`src/rtl/axi4_uart_ctrl_if.sv`:
```
// AXI4 slave bus bundle for the UART transmitter register window.
interface axi4_uart_ctrl_if;
  logic        s_awvalid;
  logic        s_awready;
  logic [31:0] s_awaddr;
  logic        s_wvalid;
  logic        s_wready;
  logic [31:0] s_wdata;
  logic [3:0]  s_wstrb;
  logic        s_bvalid;
  logic        s_bready;
  logic [1:0]  s_bresp;
  logic        s_arvalid;
  logic        s_arready;
  logic [31:0] s_araddr;
  logic        s_rvalid;
  logic        s_rready;
  logic [31:0] s_rdata;
  logic [1:0]  s_rresp;

  modport slave (
    input  s_awvalid, s_awaddr, s_wvalid, s_wdata, s_wstrb, s_bready,
    input  s_arvalid, s_araddr, s_rready,
    output s_awready, s_wready, s_bvalid, s_bresp,
    output s_arready, s_rvalid, s_rdata, s_rresp
  );

  modport master (
    output s_awvalid, s_awaddr, s_wvalid, s_wdata, s_wstrb, s_bready,
    output s_arvalid, s_araddr, s_rready,
    input  s_awready, s_wready, s_bvalid, s_bresp,
    input  s_arready, s_rvalid, s_rdata, s_rresp
  );
endinterface

```
`src/rtl/axi4_uart_ctrl.sv`:
```
// AXI4 slave UART transmitter: TXDATA/STATUS/DIV registers, TX FIFO with
// bus backpressure, and an 8N1 serialiser with a run-time baud divisor.
module axi4_uart_ctrl #(
  parameter logic [31:0] BASE_ADDR  = 32'h0000_0100,
  parameter int          FIFO_DEPTH = 16,
  parameter int          BAUD_DIV   = 104
) (
  input  logic            clk,
  input  logic            rst_n,
  axi4_uart_ctrl_if.slave s,
  output logic            uart_tx,
  output logic            uart_active
);
  localparam int            AW          = $clog2(FIFO_DEPTH);
  localparam int            LW          = AW + 1;
  localparam logic [LW-1:0] DEPTH_L     = LW'(FIFO_DEPTH);
  localparam logic [1:0]    REG_TXDATA  = 2'd0;
  localparam logic [1:0]    REG_STATUS  = 2'd1;
  localparam logic [1:0]    REG_DIV     = 2'd2;
  localparam logic [1:0]    REG_NONE    = 2'd3;
  localparam logic [1:0]    RESP_OKAY   = 2'b00;
  localparam logic [1:0]    RESP_SLVERR = 2'b10;

  typedef enum logic { W_IDLE, W_RESP } w_state_t;
  typedef enum logic { R_IDLE, R_DATA } r_state_t;
  typedef enum logic [1:0] { TX_IDLE, TX_START, TX_DATA, TX_STOP } tx_state_t;

  w_state_t      w_state, w_next;
  r_state_t      r_state, r_next;
  tx_state_t     tx_state, tx_next;

  logic [7:0]    mem [FIFO_DEPTH];
  logic [AW-1:0] wptr, rptr;
  logic [LW-1:0] level;
  logic          full, empty, push, pop;
  logic [15:0]   div, div_eff, cnt;
  logic          bit_done;
  logic [7:0]    shreg;
  logic [2:0]    bit_idx;
  logic          tx_d, tx_r;
  logic          w_accept, r_accept;
  logic [1:0]    w_tgt, bresp_r, rresp_r, rd_resp;
  logic [31:0]   rdata_r, rd_word;
  logic          unused_bits;

  assign full        = (level == DEPTH_L);
  assign empty       = (level == LW'(0));
  assign div_eff     = (div == 16'd0) ? 16'd1 : div;
  assign bit_done    = (cnt == 16'd1);
  assign w_tgt       = s.s_awaddr[3:2];
  assign push        = w_accept & (w_tgt == REG_TXDATA) & s.s_wstrb[0];
  assign uart_tx     = tx_r;
  assign uart_active = ~empty | (tx_state != TX_IDLE);
  assign unused_bits = ^{BASE_ADDR, s.s_awaddr[31:4], s.s_awaddr[1:0], s.s_araddr[31:4],
                         s.s_araddr[1:0], s.s_wdata[31:16], s.s_wstrb[3:2]};

  // Write channel FSM: state register
  always_ff @(posedge clk or negedge rst_n) begin
    if (!rst_n) w_state <= W_IDLE;
    else        w_state <= w_next;
  end

  // Write channel FSM: next state
  always_comb begin
    w_next = w_state;
    case (w_state)
      W_IDLE:  if (w_accept)   w_next = W_RESP; else w_next = W_IDLE;
      W_RESP:  if (s.s_bready) w_next = W_IDLE; else w_next = W_RESP;
      default: w_next = W_IDLE;
    endcase
  end

  // Write channel FSM: outputs; a TXDATA write into a full FIFO is held off, never dropped
  always_comb begin
    if (w_state == W_IDLE)
      w_accept = s.s_awvalid & s.s_wvalid & ~((w_tgt == REG_TXDATA) & full);
    else
      w_accept = 1'b0;
  end

  assign s.s_awready = w_accept;
  assign s.s_wready  = w_accept;
  assign s.s_bvalid  = (w_state == W_RESP);
  assign s.s_bresp   = bresp_r;

  // Read channel FSM: state register
  always_ff @(posedge clk or negedge rst_n) begin
    if (!rst_n) r_state <= R_IDLE;
    else        r_state <= r_next;
  end

  // Read channel FSM: next state
  always_comb begin
    r_next = r_state;
    case (r_state)
      R_IDLE:  if (s.s_arvalid) r_next = R_DATA; else r_next = R_IDLE;
      R_DATA:  if (s.s_rready)  r_next = R_IDLE; else r_next = R_DATA;
      default: r_next = R_IDLE;
    endcase
  end

  // Read channel FSM: outputs and register read mux (sampled at the address handshake)
  always_comb begin
    r_accept = (r_state == R_IDLE) & s.s_arvalid;
    rd_word  = 32'd0;
    rd_resp  = RESP_OKAY;
    case (s.s_araddr[3:2])
      REG_STATUS: rd_word = {16'd0, 8'(level), 5'd0, (tx_state != TX_IDLE), empty, full};
      REG_DIV:    rd_word = {16'd0, div};
      REG_NONE:   rd_resp = RESP_SLVERR;
      default:    rd_word = 32'd0;
    endcase
  end

  assign s.s_arready = (r_state == R_IDLE);
  assign s.s_rvalid  = (r_state == R_DATA);
  assign s.s_rdata   = rdata_r;
  assign s.s_rresp   = rresp_r;

  // Bus-side registers: responses, read data and the baud divisor
  always_ff @(posedge clk or negedge rst_n) begin
    if (!rst_n) begin
      bresp_r <= RESP_OKAY;
      rresp_r <= RESP_OKAY;
      rdata_r <= 32'd0;
      div     <= 16'(BAUD_DIV);
    end else begin
      if (w_accept) begin
        bresp_r <= (w_tgt == REG_NONE) ? RESP_SLVERR : RESP_OKAY;
        if (w_tgt == REG_DIV) begin
          if (s.s_wstrb[0]) div[7:0]  <= s.s_wdata[7:0];
          if (s.s_wstrb[1]) div[15:8] <= s.s_wdata[15:8];
        end
      end
      if (r_accept) begin
        rdata_r <= rd_word;
        rresp_r <= rd_resp;
      end
    end
  end

  // FIFO storage
  always_ff @(posedge clk) begin
    if (push) mem[wptr] <= s.s_wdata[7:0];
  end

  // FIFO pointers and level; pointers wrap naturally at the power-of-two depth
  always_ff @(posedge clk or negedge rst_n) begin
    if (!rst_n) begin
      wptr  <= AW'(0);
      rptr  <= AW'(0);
      level <= LW'(0);
    end else begin
      if (push) wptr <= wptr + AW'(1);
      if (pop)  rptr <= rptr + AW'(1);
      case ({push, pop})
        2'b10:   level <= level + LW'(1);
        2'b01:   level <= level - LW'(1);
        default: level <= level;
      endcase
    end
  end

  // TX FSM: state register
  always_ff @(posedge clk or negedge rst_n) begin
    if (!rst_n) tx_state <= TX_IDLE;
    else        tx_state <= tx_next;
  end

  // TX FSM: next state
  always_comb begin
    tx_next = tx_state;
    case (tx_state)
      TX_IDLE:  if (!empty)                          tx_next = TX_START; else tx_next = TX_IDLE;
      TX_START: if (bit_done)                        tx_next = TX_DATA;  else tx_next = TX_START;
      TX_DATA:  if (bit_done && bit_idx == 3'd7)     tx_next = TX_STOP;  else tx_next = TX_DATA;
      TX_STOP:  if (bit_done)                        tx_next = TX_IDLE;  else tx_next = TX_STOP;
      default:  tx_next = TX_IDLE;
    endcase
  end

  // TX FSM: outputs; the line level is precomputed for the upcoming state so uart_tx is a flop
  always_comb begin
    pop = (tx_state == TX_IDLE) & ~empty;
    case (tx_next)
      TX_START: tx_d = 1'b0;
      TX_DATA:  if (tx_state == TX_DATA && bit_done) tx_d = shreg[1]; else tx_d = shreg[0];
      default:  tx_d = 1'b1;
    endcase
  end

  // TX datapath: bit timer reloads from the live divisor at every bit boundary
  always_ff @(posedge clk or negedge rst_n) begin
    if (!rst_n) begin
      shreg   <= 8'd0;
      bit_idx <= 3'd0;
      cnt     <= 16'd1;
      tx_r    <= 1'b1;
    end else begin
      tx_r <= tx_d;
      if (pop) begin
        shreg   <= mem[rptr];
        bit_idx <= 3'd0;
        cnt     <= div_eff;
      end else if (tx_state != TX_IDLE) begin
        if (bit_done) begin
          cnt <= div_eff;
          if (tx_state == TX_DATA) begin
            shreg   <= shreg >> 1;
            bit_idx <= bit_idx + 3'd1;
          end
        end else begin
          cnt <= cnt - 16'd1;
        end
      end
    end
  end
endmodule

```
`src/flat_wrapper.sv`:
```
// flat-port wrapper written by rule: the top's interface ports become plain ports
module axi4_uart_ctrl_flat 
#(
  parameter logic [31:0] BASE_ADDR  = 32'h0000_0100,
  parameter int          FIFO_DEPTH = 16,
  parameter int          BAUD_DIV   = 104
)
  (clk, rst_n, uart_tx, uart_active, s_s_awvalid, s_s_awaddr, s_s_wvalid, s_s_wdata, s_s_wstrb, s_s_bready, s_s_arvalid, s_s_araddr, s_s_rready, s_s_awready, s_s_wready, s_s_bvalid, s_s_bresp, s_s_arready, s_s_rvalid, s_s_rdata, s_s_rresp);
  axi4_uart_ctrl_if s_i ();
  input  logic clk;
  input  logic rst_n;
  output logic uart_tx;
  output logic uart_active;
  input wire logic [$bits(s_i.s_awvalid)-1:0] s_s_awvalid;
  input wire logic [$bits(s_i.s_awaddr)-1:0] s_s_awaddr;
  input wire logic [$bits(s_i.s_wvalid)-1:0] s_s_wvalid;
  input wire logic [$bits(s_i.s_wdata)-1:0] s_s_wdata;
  input wire logic [$bits(s_i.s_wstrb)-1:0] s_s_wstrb;
  input wire logic [$bits(s_i.s_bready)-1:0] s_s_bready;
  input wire logic [$bits(s_i.s_arvalid)-1:0] s_s_arvalid;
  input wire logic [$bits(s_i.s_araddr)-1:0] s_s_araddr;
  input wire logic [$bits(s_i.s_rready)-1:0] s_s_rready;
  output wire logic [$bits(s_i.s_awready)-1:0] s_s_awready;
  output wire logic [$bits(s_i.s_wready)-1:0] s_s_wready;
  output wire logic [$bits(s_i.s_bvalid)-1:0] s_s_bvalid;
  output wire logic [$bits(s_i.s_bresp)-1:0] s_s_bresp;
  output wire logic [$bits(s_i.s_arready)-1:0] s_s_arready;
  output wire logic [$bits(s_i.s_rvalid)-1:0] s_s_rvalid;
  output wire logic [$bits(s_i.s_rdata)-1:0] s_s_rdata;
  output wire logic [$bits(s_i.s_rresp)-1:0] s_s_rresp;
  assign s_i.s_awvalid = s_s_awvalid;
  assign s_i.s_awaddr = s_s_awaddr;
  assign s_i.s_wvalid = s_s_wvalid;
  assign s_i.s_wdata = s_s_wdata;
  assign s_i.s_wstrb = s_s_wstrb;
  assign s_i.s_bready = s_s_bready;
  assign s_i.s_arvalid = s_s_arvalid;
  assign s_i.s_araddr = s_s_araddr;
  assign s_i.s_rready = s_s_rready;
  assign s_s_awready = s_i.s_awready;
  assign s_s_wready = s_i.s_wready;
  assign s_s_bvalid = s_i.s_bvalid;
  assign s_s_bresp = s_i.s_bresp;
  assign s_s_arready = s_i.s_arready;
  assign s_s_rvalid = s_i.s_rvalid;
  assign s_s_rdata = s_i.s_rdata;
  assign s_s_rresp = s_i.s_rresp;
  axi4_uart_ctrl #(.BASE_ADDR(BASE_ADDR), .FIFO_DEPTH(FIFO_DEPTH), .BAUD_DIV(BAUD_DIV)) u_core (.clk(clk), .rst_n(rst_n), .s(s_i), .uart_tx(uart_tx), .uart_active(uart_active));
endmodule
```
`config.mk`:
```
export PLATFORM = sky130hd
export DESIGN_NAME = axi4_uart_ctrl_flat
export DESIGN_NICKNAME = d
export VERILOG_FILES = /design/src/rtl/axi4_uart_ctrl_if.sv /design/src/rtl/axi4_uart_ctrl.sv /design/src/flat_wrapper.sv
export SDC_FILE = /design/constraint.sdc
export NUM_CORES = 1
export LEC_CHECK = 0
export CAP_MARGIN = 20
export CORE_ASPECT_RATIO = 0.5
export CORE_UTILIZATION = 30
export CTS_CLUSTER_DIAMETER = 50
export DETAILED_ROUTE_END_ITERATION = 16
export MAX_ROUTING_LAYER = met4
export PLACE_DENSITY = 0.6
export SYNTH_ARGS = -nofsm -noshare
export SYNTH_HDL_FRONTEND = slang
export SYNTH_SLANG_ARGS = --single-unit
```
`constraint.sdc`:
```
create_clock -name clk -period 2.8 [get_ports clk]
set_input_delay 0.42 -clock clk [delete_from_list [all_inputs] [get_ports clk]]
set_output_delay 0.42 -clock clk [all_outputs]
set_load 0.005 [all_outputs]
```
# Word-level counts from Yosys, hierarchy flattened
# Memory sizes are Yosys's and may differ from the RTL's.
# Cells that the tools add are included.
# Widths: inputs -> output; s select.
# word_totals
register_bits,97
wordCells,95
mem_count,1
output_inout_bits,43
in_bits,107
mem_bits_rw,128
# op_classes
bitwise_logic,12
mux,32
add_sub_neg,6
n_eq_ne,15
reduce_logical,14
# memory_table
memory,words,width,rd,rd_ports_with_merged_regs,write_ports,line,text
u_core.mem,16,8,1,0,1,axi4_uart_ctrl.sv:32,logic [7:0] mem [FIFO_DEPTH];
# op_table
op,count
$mux 16,4
$mux 8,4
$pmux 16 s2,1
$eq 16x1->1 const B,1
$eq 2x2->1 const B,8
$logic_not 16->1,1
$sub 16x1->16 const B,1
$mux 3,4
$mux 1,10
$pmux 5 s2,1
$reduce_bool 2->1,5
$reduce_and 3->1,3
$add 4x1->4 const B,2
$eq 2x1->1 const B,4
$mux 2,4
$pmux 2 s4,1
$and 1x1->1,7
$pmux 1 s2,3
$add 5x1->5 const B,1
$eq 5x5->1 const B,1
$logic_not 5->1,1
$sub 5x1->5 const B,1
$logic_not 2->1,2
$not 1->1,4
other kinds (4),5

# Longest topological paths before layout
# Gate-level depths: netlist (run 1).
# depth
depth_word,9
mapped_depth,16
ltp_nobuf,13

# Worst setup path before layout (run 1)
# OpenSTA, ideal clock, no wires.
# synth_path
path_type,reg2reg
from,register u_core.tx_state[0]
to,register u_core.level[4]
required_time_ns,2.677
arrival_ns,2.791
path_stages_with_launch,17
setup_slack_ns,-0.114
setup_time_ns,0.123
period_less_slack_ns,2.914
n_path_buf,4
path_cell_list,dfrtp_1 buf_2 or2_2 buf_2 nor2_4 inv_2 nand2_4 inv_4 clkbuf_1 ha_1 clkbuf_1 xor2_1 ha_1 and3b_1 o21ai_0 a31oi_1 xnor2_1
# synth_between
elab_chain_cells,4
elab_cells_between_ends,6
classes_between,eq/ne (2); mux (1); bitwise (1); reduce/logical (2)
# synth_lines
item,line,text
start: declaration,axi4_uart_ctrl.sv:30,"tx_state_t tx_state, tx_next;"
start signal: assignment,axi4_uart_ctrl.sv:167,else tx_state <= tx_next;
$logic_not 2->1 (*),axi4_uart_ctrl.sv:184,pop = (tx_state == TX_IDLE) & ~empty;
$and 1x1->1 (*),axi4_uart_ctrl.sv:184,
net u_core.pop,axi4_uart_ctrl.sv:35,"logic full, empty, push, pop;"
$eq 2x1->1 or $eq 2x2->1 (tied branches),axi4_uart_ctrl.sv:156,"case ({push, pop})"
$pmux 5 s2 or $reduce_bool 2->1 (tied branches),--,
end signal: assignment,axi4_uart_ctrl.sv:157,2'b10: level <= level + LW'(1);
end signal: assignment,axi4_uart_ctrl.sv:158,2'b01: level <= level - LW'(1);
end signal: assignment,axi4_uart_ctrl.sv:159,default: level <= level;
end: declaration,axi4_uart_ctrl.sv:34,logic [LW-1:0] level;
# Mark *: on every way through the listed nets, which the timed path passes. The rest lies on a longest branch.
# A chain may end at the register's enable or synchronous reset.

# Worst setup path in the final report (run 1)
# layout_path
from,register u_core.level[2]
to,output port s_s_awready
# layout_between
elab_chain_cells,5
# layout_lines
item,line,text
$eq 5x5->1,axi4_uart_ctrl.sv:46,assign full = (level == DEPTH_L);
$and 1x1->1,axi4_uart_ctrl.sv:76,w_accept = s.s_awvalid & s.s_wvalid & ~((w_tgt == REG_TXDATA) & full);
$not 1->1,axi4_uart_ctrl.sv:76,
$and 1x1->1,axi4_uart_ctrl.sv:76,
$mux 1,axi4_uart_ctrl.sv:75,if (w_state == W_IDLE)
end: declaration,flat_wrapper.sv:23,output wire logic [$bits(s_i.s_awready)-1:0] s_s_awready;
# Every way passes these cells.

==> results of run 1 <==
cell usage in the layout, fill, tap and decap left out, drive strengths merged, types with 11 or more instances in the layout:
| cell | count |
|---|---|
| a21oi | 15 |
| nor2 | 35 |
| nor3 | 21 |
| edfxtp | 128 |
| o21ai | 40 |
| buf | 40 |
| inv | 19 |
| clkbuf | 30 |
| nor4 | 11 |
| nand2 | 54 |
| ha | 15 |
| a22oi | 13 |
| mux2 | 19 |
| mux4 | 33 |
| dfrtp | 74 |
| conb | 18 |
| clkdlybuf4s50 | 51 |
cell families after synthesis:
group	count (synthesis)	share of synthesized area
other cells	1	0.0004109
simple gates	163	0.09529
buf+inv	73	0.04113
mux	59	0.1126
fa+ha+maj	15	0.02056
flops	207	0.6385
xor+xnor	15	0.01440
compound gates	108	0.07719
path summary, 6_finish.rpt:
check | from | end | cells past startpoint
worst min-delay path | rst_n | u_core.wptr[1]$_DFFE_PN0P_ | 2
worst max-delay path | u_core.level[2]$_DFFE_PN0P_ | s_s_awready | 5
worst max register to register | u_core.level[2]$_DFFE_PN0P_ | u_core.level[4]$_DFFE_PN0P_ | 14
min in group clk | s_s_bready | u_core.s.s_bvalid$_DFF_PN0_ | 2
worst min register to register | u_core.s.s_rdata[9]$_DFFE_PN0P_ | u_core.s.s_rdata[9]$_DFFE_PN0P_ | 2
max in group asynchronous | rst_n | u_core.uart_tx$_DFF_PN1_ | 3
metrics by stage:
stage,power (W),instances
after detailed placement,0.006627,1084
final,0.009383,1128
after CTS,0.009464,1127
after global routing,0.009910,1128
after floorplan,0.005847,658
after global placement,0.006578,1084
state kept, by name, summed over array words and instances (netlist names):
signal	flops
u_core.s.s_rresp	1
u_core.cnt	16
u_core.shreg	8
u_core.div	16
u_core.s.s_bvalid	1
u_core.rptr	4
u_core.level	5
u_core.wptr	4
u_core.s.s_rdata	16
u_core.bit_idx	3
u_core.mem	128
u_core.tx_state	2
u_core.s.s_rvalid	1
u_core.s.s_bresp	1
u_core.uart_tx	1
final cells by class:
| cell class | instances | area [µm²] | share of cell area |
|---|---|---|---|
| clock buffer | 30 | 621.8 | 0.05675 |
| clock inverter | 12 | 82.58 | 0.007537 |
| inverter | 17 | 68.82 | 0.006281 |
| multi-input combinational | 378 | 3007 | 0.2744 |
| sequential | 207 | 5829 | 0.5320 |
| tap | 391 | 489.2 | 0.04465 |
| timing repair buffer | 93 | 858.3 | 0.07834 |
timing repair:
action | in CTS | in global routing
setup buffers | 0 | 1
setup endpoints to repair | 2 | 3
pin swaps | 0 | 3
endpoints found under the hold margin | 38 | 0
hold buffers | 1 | 0
gates resized for setup | 2 | 4
gates cloned | 0 | 0
worst register-to-register path, delay by kind of cell, from the launching register on:
kind                       cells  cell delay (ns)
adders and majority gates      2             0.42
buffers and inverters          3             0.28
xor gates and xnor gates       2             0.31
and+or+nand+nor                5             0.75
AOI/OAI and AO/OA              2             0.31
DFF                            1             0.41
power groups by stage:
| stage | combinational (W) | clock (W) | sequential, W |
|---|---|---|---|
| 3_5_place_dp | 0.00244 | 0 | 0.00419 |
| 2_1_floorplan | 0.00185 | 0 | 0.00400 |
| 4_1_cts | 0.00246 | 0.00288 | 0.00413 |
| 3_3_place_gp | 0.00240 | 0 | 0.00417 |
| 5_1_grt | 0.00270 | 0.00302 | 0.00419 |
| 6_report | 0.00243 | 0.00282 | 0.00413 |
per-layer routing:
metal,routed length [µm],track usage
met5,0,-
met1,9587,0.1821
met2,9625,0.2183
met3,779,0.02561
met4,280,0.03069
==> qor.yml, run 1 <==
status: "finished, final reports clean"
h-tree-depth: 1
p_seq_frac: 0.441
final_nets: 842
maxCapViolations: 0
cp-start-kind: "flip-flop"
io_buffers: 53
critical_path_class: "reg -> out"
grt_usage: 0.1370
slew_viol_final: 0
end_kind: "output port"
dr.first_iter.drc_count: 320
maxSlewHeadroom: 0.5165
antenna_left: 0
ys_top_cells_by_area: "edfxtp_1 42%, dfrtp_1 20%, mux4_2 8.1%, mux2_2 2.3%, o21ai_0 2.2%"
final_util: 0.3720
p_leak_nw: 3.979
drive_gt1_frac: 0.2090
synth-seq-cells: 207
pre_cts_slack_ns: 0.006360
rsz0062_at_grt: "false"
timing.fmax_mhz: 381.3
first_pass_iters: 5
period_share: 0.9365
syn2layout_area_growth_pct: 20.06
netlist.area_leader.share: 0.4212
grt_pass1_wl_um: 32220
ir_worst_vdd_mv: 0.4172
finalHoldWorstSlack_ns: 0.4197
clockPowerShare: 0.300
numCtsBuffers: 23
ys_async_sr_fraction: 0.3816
netlist_area_um2: 9126
hp-class: "in -> async"
cts_max_path_buffers: 3
synth_edf_count: 128
synth_warnings: 0
tritoncts: "done"
yosysTopAreaCell: "edfxtp_1"
required_ns: 2.38
critPathArrivalTime_ns: 2.20
synth_ff_type: "edfxtp_1"
avgRoutedWirePerCell_um: 17.97
die_y_um: 125.3
crit_family: "buffers and inverters"
synthCells: 641
combinationalPowerShare: 0.259
ioPinCount: 150
grt_max_degree: 43
crit_slowest_cell: "clkdlybuf4s50_1"
vias: 5431
grt_pass1_vias: 5557
clk_pin_slew_worst_paths_ns: 0.06
vias_per_cell: 4.815
tightest_slew_ns: 0.7231
power.net_switching_w: 0.002913
grt_overflow_total: 0
powerDensity_nw_per_um2: 856.4
nFillCells: 2755
place_area_um2: 10210
fin_area_um2: 10960
avgSynthCellArea_um2: 14.24
hpwl_um: 13500
cts-root-buf: "clkbuf_16"
power.internal_w: 0.006471
synth.most_common_cell: "edfxtp_1"
timing.final.ws_setup_ns: 0.1777
p_sw_frac: 0.3104
rows: 44
drt_wl_total_um: 20270
path_max_fanout: 3
finalCriticalPeriod_ns: 2.622
start_util: 0.3099
tns_ns: 0
clkSinkCount: 207
gp_congestion: 0.8983
setup_viol: 0
slowest_delay_ns: 0.45
path_cells: "nor4_4 -> nand2_2 -> o31ai_4 -> inv_1 -> clkdlybuf4s50_1"
antenna_found_initial: 0
r2r_slack_ns: 0.21
die_w_um: 248.7
drc: 0
cp.buffers_inverters: 2
yosysUniqueCellTypes: 66
die_area_um2: 31160
ys_top_cells_by_count: "128 x edfxtp_1, 74 x dfrtp_1, 53 x nand2_1, 40 x o21ai_0"
skew_ns: 0.02096
placeableCoreArea_um2: 29450
clk_latency_ns: 0.52
synth-seq-area-share: 0.6385
diodes: 0
hold_violations: 0
(Power assumes the default switching activity.)
==> run 2: changes to the inputs <==
--- a/config.mk
+++ b/config.mk
@@ -11,7 +11,7 @@
 export CTS_CLUSTER_DIAMETER = 50
 export DETAILED_ROUTE_END_ITERATION = 16
 export MAX_ROUTING_LAYER = met4
-export PLACE_DENSITY = 0.6
+export PLACE_DENSITY = 0.58
 export SYNTH_ARGS = -nofsm -noshare
 export SYNTH_HDL_FRONTEND = slang
 export SYNTH_SLANG_ARGS = --single-unit
==> constraint.sdc (replaced) <==
create_clock -name clk -period 2.65 [get_ports clk]
set_input_delay 0.3975 -clock clk [delete_from_list [all_inputs] [get_ports clk]]
set_output_delay 0.3975 -clock clk [all_outputs]
set_load 0.005 [all_outputs]
==> qor.yml, run 2 (synthesized netlist as in run 1, its figures left out) <==
required_ns: 2.25  # -0.13 ns
first_pass_iters: 5  # unchanged
final_nets: 848  # +0.71%
start_util: 0.3099  # unchanged
vias_per_cell: 4.858  # +0.90%
timing.final.ws_setup_ns: 0.1219  # -0.05586 ns
slowest_delay_ns: 0.41  # -0.04 ns
h-tree-depth: 1  # unchanged
clk_pin_slew_worst_paths_ns: 0.06  # about the same
setup_viol: 0  # unchanged
tritoncts: "done"
grt_usage: 0.1377  # +0.0006899
crit_slowest_cell: "dfrtp_2"
placeableCoreArea_um2: 29450  # unchanged
cpMostUsedCell: "buf_4"
ir_worst_vdd_mv: 0.3928  # -5.9%
dr.first_iter.drc_count: 369  # +15%
nFillCells: 2763  # +0.29%
rsz0062_at_grt: "false"
drc: 0  # unchanged
layout_commonest_cell: "edfxtp_1"
layout_common_cells: "128 x edfxtp_1, 72 x dfrtp_1, 52 x nand2_1, 49 x clkdlybuf4s50_1, 42 x buf_4"
grt_pass1_wl_um: 32290  # +0.21%
crit_family: "buffers and inverters"
end_kind: "output port"
diodes: 0  # unchanged
p_leak_nw: 4.058  # +2.0%
antenna_found_initial: 0  # unchanged
path_cells: "nor4_4 -> buf_4 -> nand2_1 -> nor2_4 -> inv_4 -> buf_4 -> dlygate4sd2_1"
timing.fmax_mhz: 395.5
top_register: "u_core.mem"
gp_congestion: 0.8805  # -2.0%
numCtsBuffers: 23  # unchanged
grt_pass1_vias: 5621  # +1.2%
ioPinCount: 150  # unchanged
pre_cts_slack_ns: -0.04734  # -0.05370 ns
maxSlewHeadroom: 0.4858  # -0.03068
crit_start: "u_core.level[0]$_DFFE_PN0P_"
die_w_um: 248.7  # unchanged
slew_viol_final: 0  # unchanged
largest_reg_flops: 128  # unchanged
path_max_fanout: 9  # +6
critPathArrivalTime_ns: 2.13  # -0.07 ns
io_buffers: 53  # unchanged
syn2layout_area_growth_pct: 21.72
clk_latency_ns: 0.52  # about the same
grt_max_degree: 80  # +86%
tightest_slew_ns: 0.7689  # +0.04588 ns
rows: 44  # unchanged
finalCriticalPeriod_ns: 2.528
antenna_left: 0  # unchanged
drt_wl_total_um: 20210  # -0.31%
drive_gt1_frac: 0.2224  # +0.01342
final_util: 0.3771  # +0.005140
hpwl_um: 13420  # -0.61%
clkSinkCount: 207  # unchanged
maxCapViolations: 0  # unchanged
cts_max_path_buffers: 3  # unchanged
die_area_um2: 31160  # unchanged
die_y_um: 125.3  # unchanged
power.total_w: 0.01024  # +9.1%
cp.buffers_inverters: 4  # +2
period_share: 0.9540
cp-start-kind: "flip-flop"
hold_violations: 0  # unchanged
avgRoutedWirePerCell_um: 17.84  # -0.75%
crit-reg2reg-launch: "u_core.level[0]$_DFFE_PN0P_"
grt_overflow_total: 0  # unchanged
vias: 5504  # +1.3%
hp-class: "in -> async"
skew_ns: 0.01965  # -0.001309 ns
critical_path_class: "reg -> out"
status: "finished, final reports clean"
tns_ns: 0  # unchanged
powerDensity_nw_per_um2: 921.9  # +7.7%
cts-root-buf: "clkbuf_16"
-- run 2: changes by cell type in the layout (fill, tap and decap cells not counted), sizes merged, moves of 2 or more --
| cell | delta |
|---|---|
| clkbuf | -4 |
| clkdlybuf4s15 | +2 |
| buf | +6 |
| clkdlybuf4s50 | -2 |
| bufinv | +3 |
| inv | +2 |
-- run 2: worst reg2reg max path, cell delays in order (launching register included) --
cell,delay [ns]
dfrtp_2,0.41
nor4_4,0.33
buf_4,0.18
nand2_4,0.07
and4_1,0.23
inv_2,0.14
ha_4,0.16
xor2_1,0.15
ha_2,0.21
and3b_1,0.15
o21ai_1,0.06
a31oi_1,0.22
xnor2_1,0.10
-- run 2: stage by stage --
stage | cells | hold WS [ns] | area (µm²)
finish | 1133 | 0.2535 | 11110
global route | 1133 | 0.2757 | 11110
CTS | 1131 | 0.08764 | 11070
detailed placement | 1086 | 0.4738 | 10250
global placement | 1086 | 0.4640 | 10250
floorplan | 658 | 0.1019 | 9238
-- run 2: repair_timing --
action	in CTS	in global routing
hold buffers	0	1
buffers inserted	4	0
hold endpoints to repair	0	9
setup endpoints to repair	4	4
resized for setup	9	2
pin swaps	4	2
-- run 2: routing by layer --
layer	up-vias	track usage	share of wire
met1	2783	0.1837	0.48
met2	128	0.2148	0.46
met4	0	0.03946	0.021
met5	-	-	0
li1	2560	-	-
met3	33	0.02540	0.039
-- run 2: final timing paths --
check	slack (ns)	end	depth (start not counted)
max in group asynchronous	1.74	u_core.uart_tx$_DFF_PN1_	3
min in group clk	0.44	u_core.s.s_bvalid$_DFF_PN0_	2
worst min register to register	0.48	u_core.s.s_rdata[8]$_DFFE_PN0P_	2
worst max register to register	0.14	u_core.level[4]$_DFFE_PN0P_	12
worst min-delay path	0.25	u_core.s.s_bvalid$_DFF_PN0_	2
worst max-delay path	0.12	uart_active	7
-- run 2: final cells by class --
class	instances	area, µm²	area share
clock buffers	26	586.8	0.05283
clock inverters	15	180.2	0.01622
inverters	17	71.32	0.006420
multi-input cells	378	3028	0.2726
flip-flops and latches	207	5829	0.5248
well taps	391	489.2	0.04404
repair buffers	99	923.4	0.08313
-- run 2: power breakdown --
group | internal (W) | switching, W | total, W | leakage (nW)
clock network | 0.00191 | 0.00131 | 0.00323 | 0.379
logic | 0.00133 | 0.00129 | 0.00261 | 1.55
registers | 0.00386 | 0.000539 | 0.00440 | 2.13
total | 0.00710 | 0.00314 | 0.0102 | 4.06
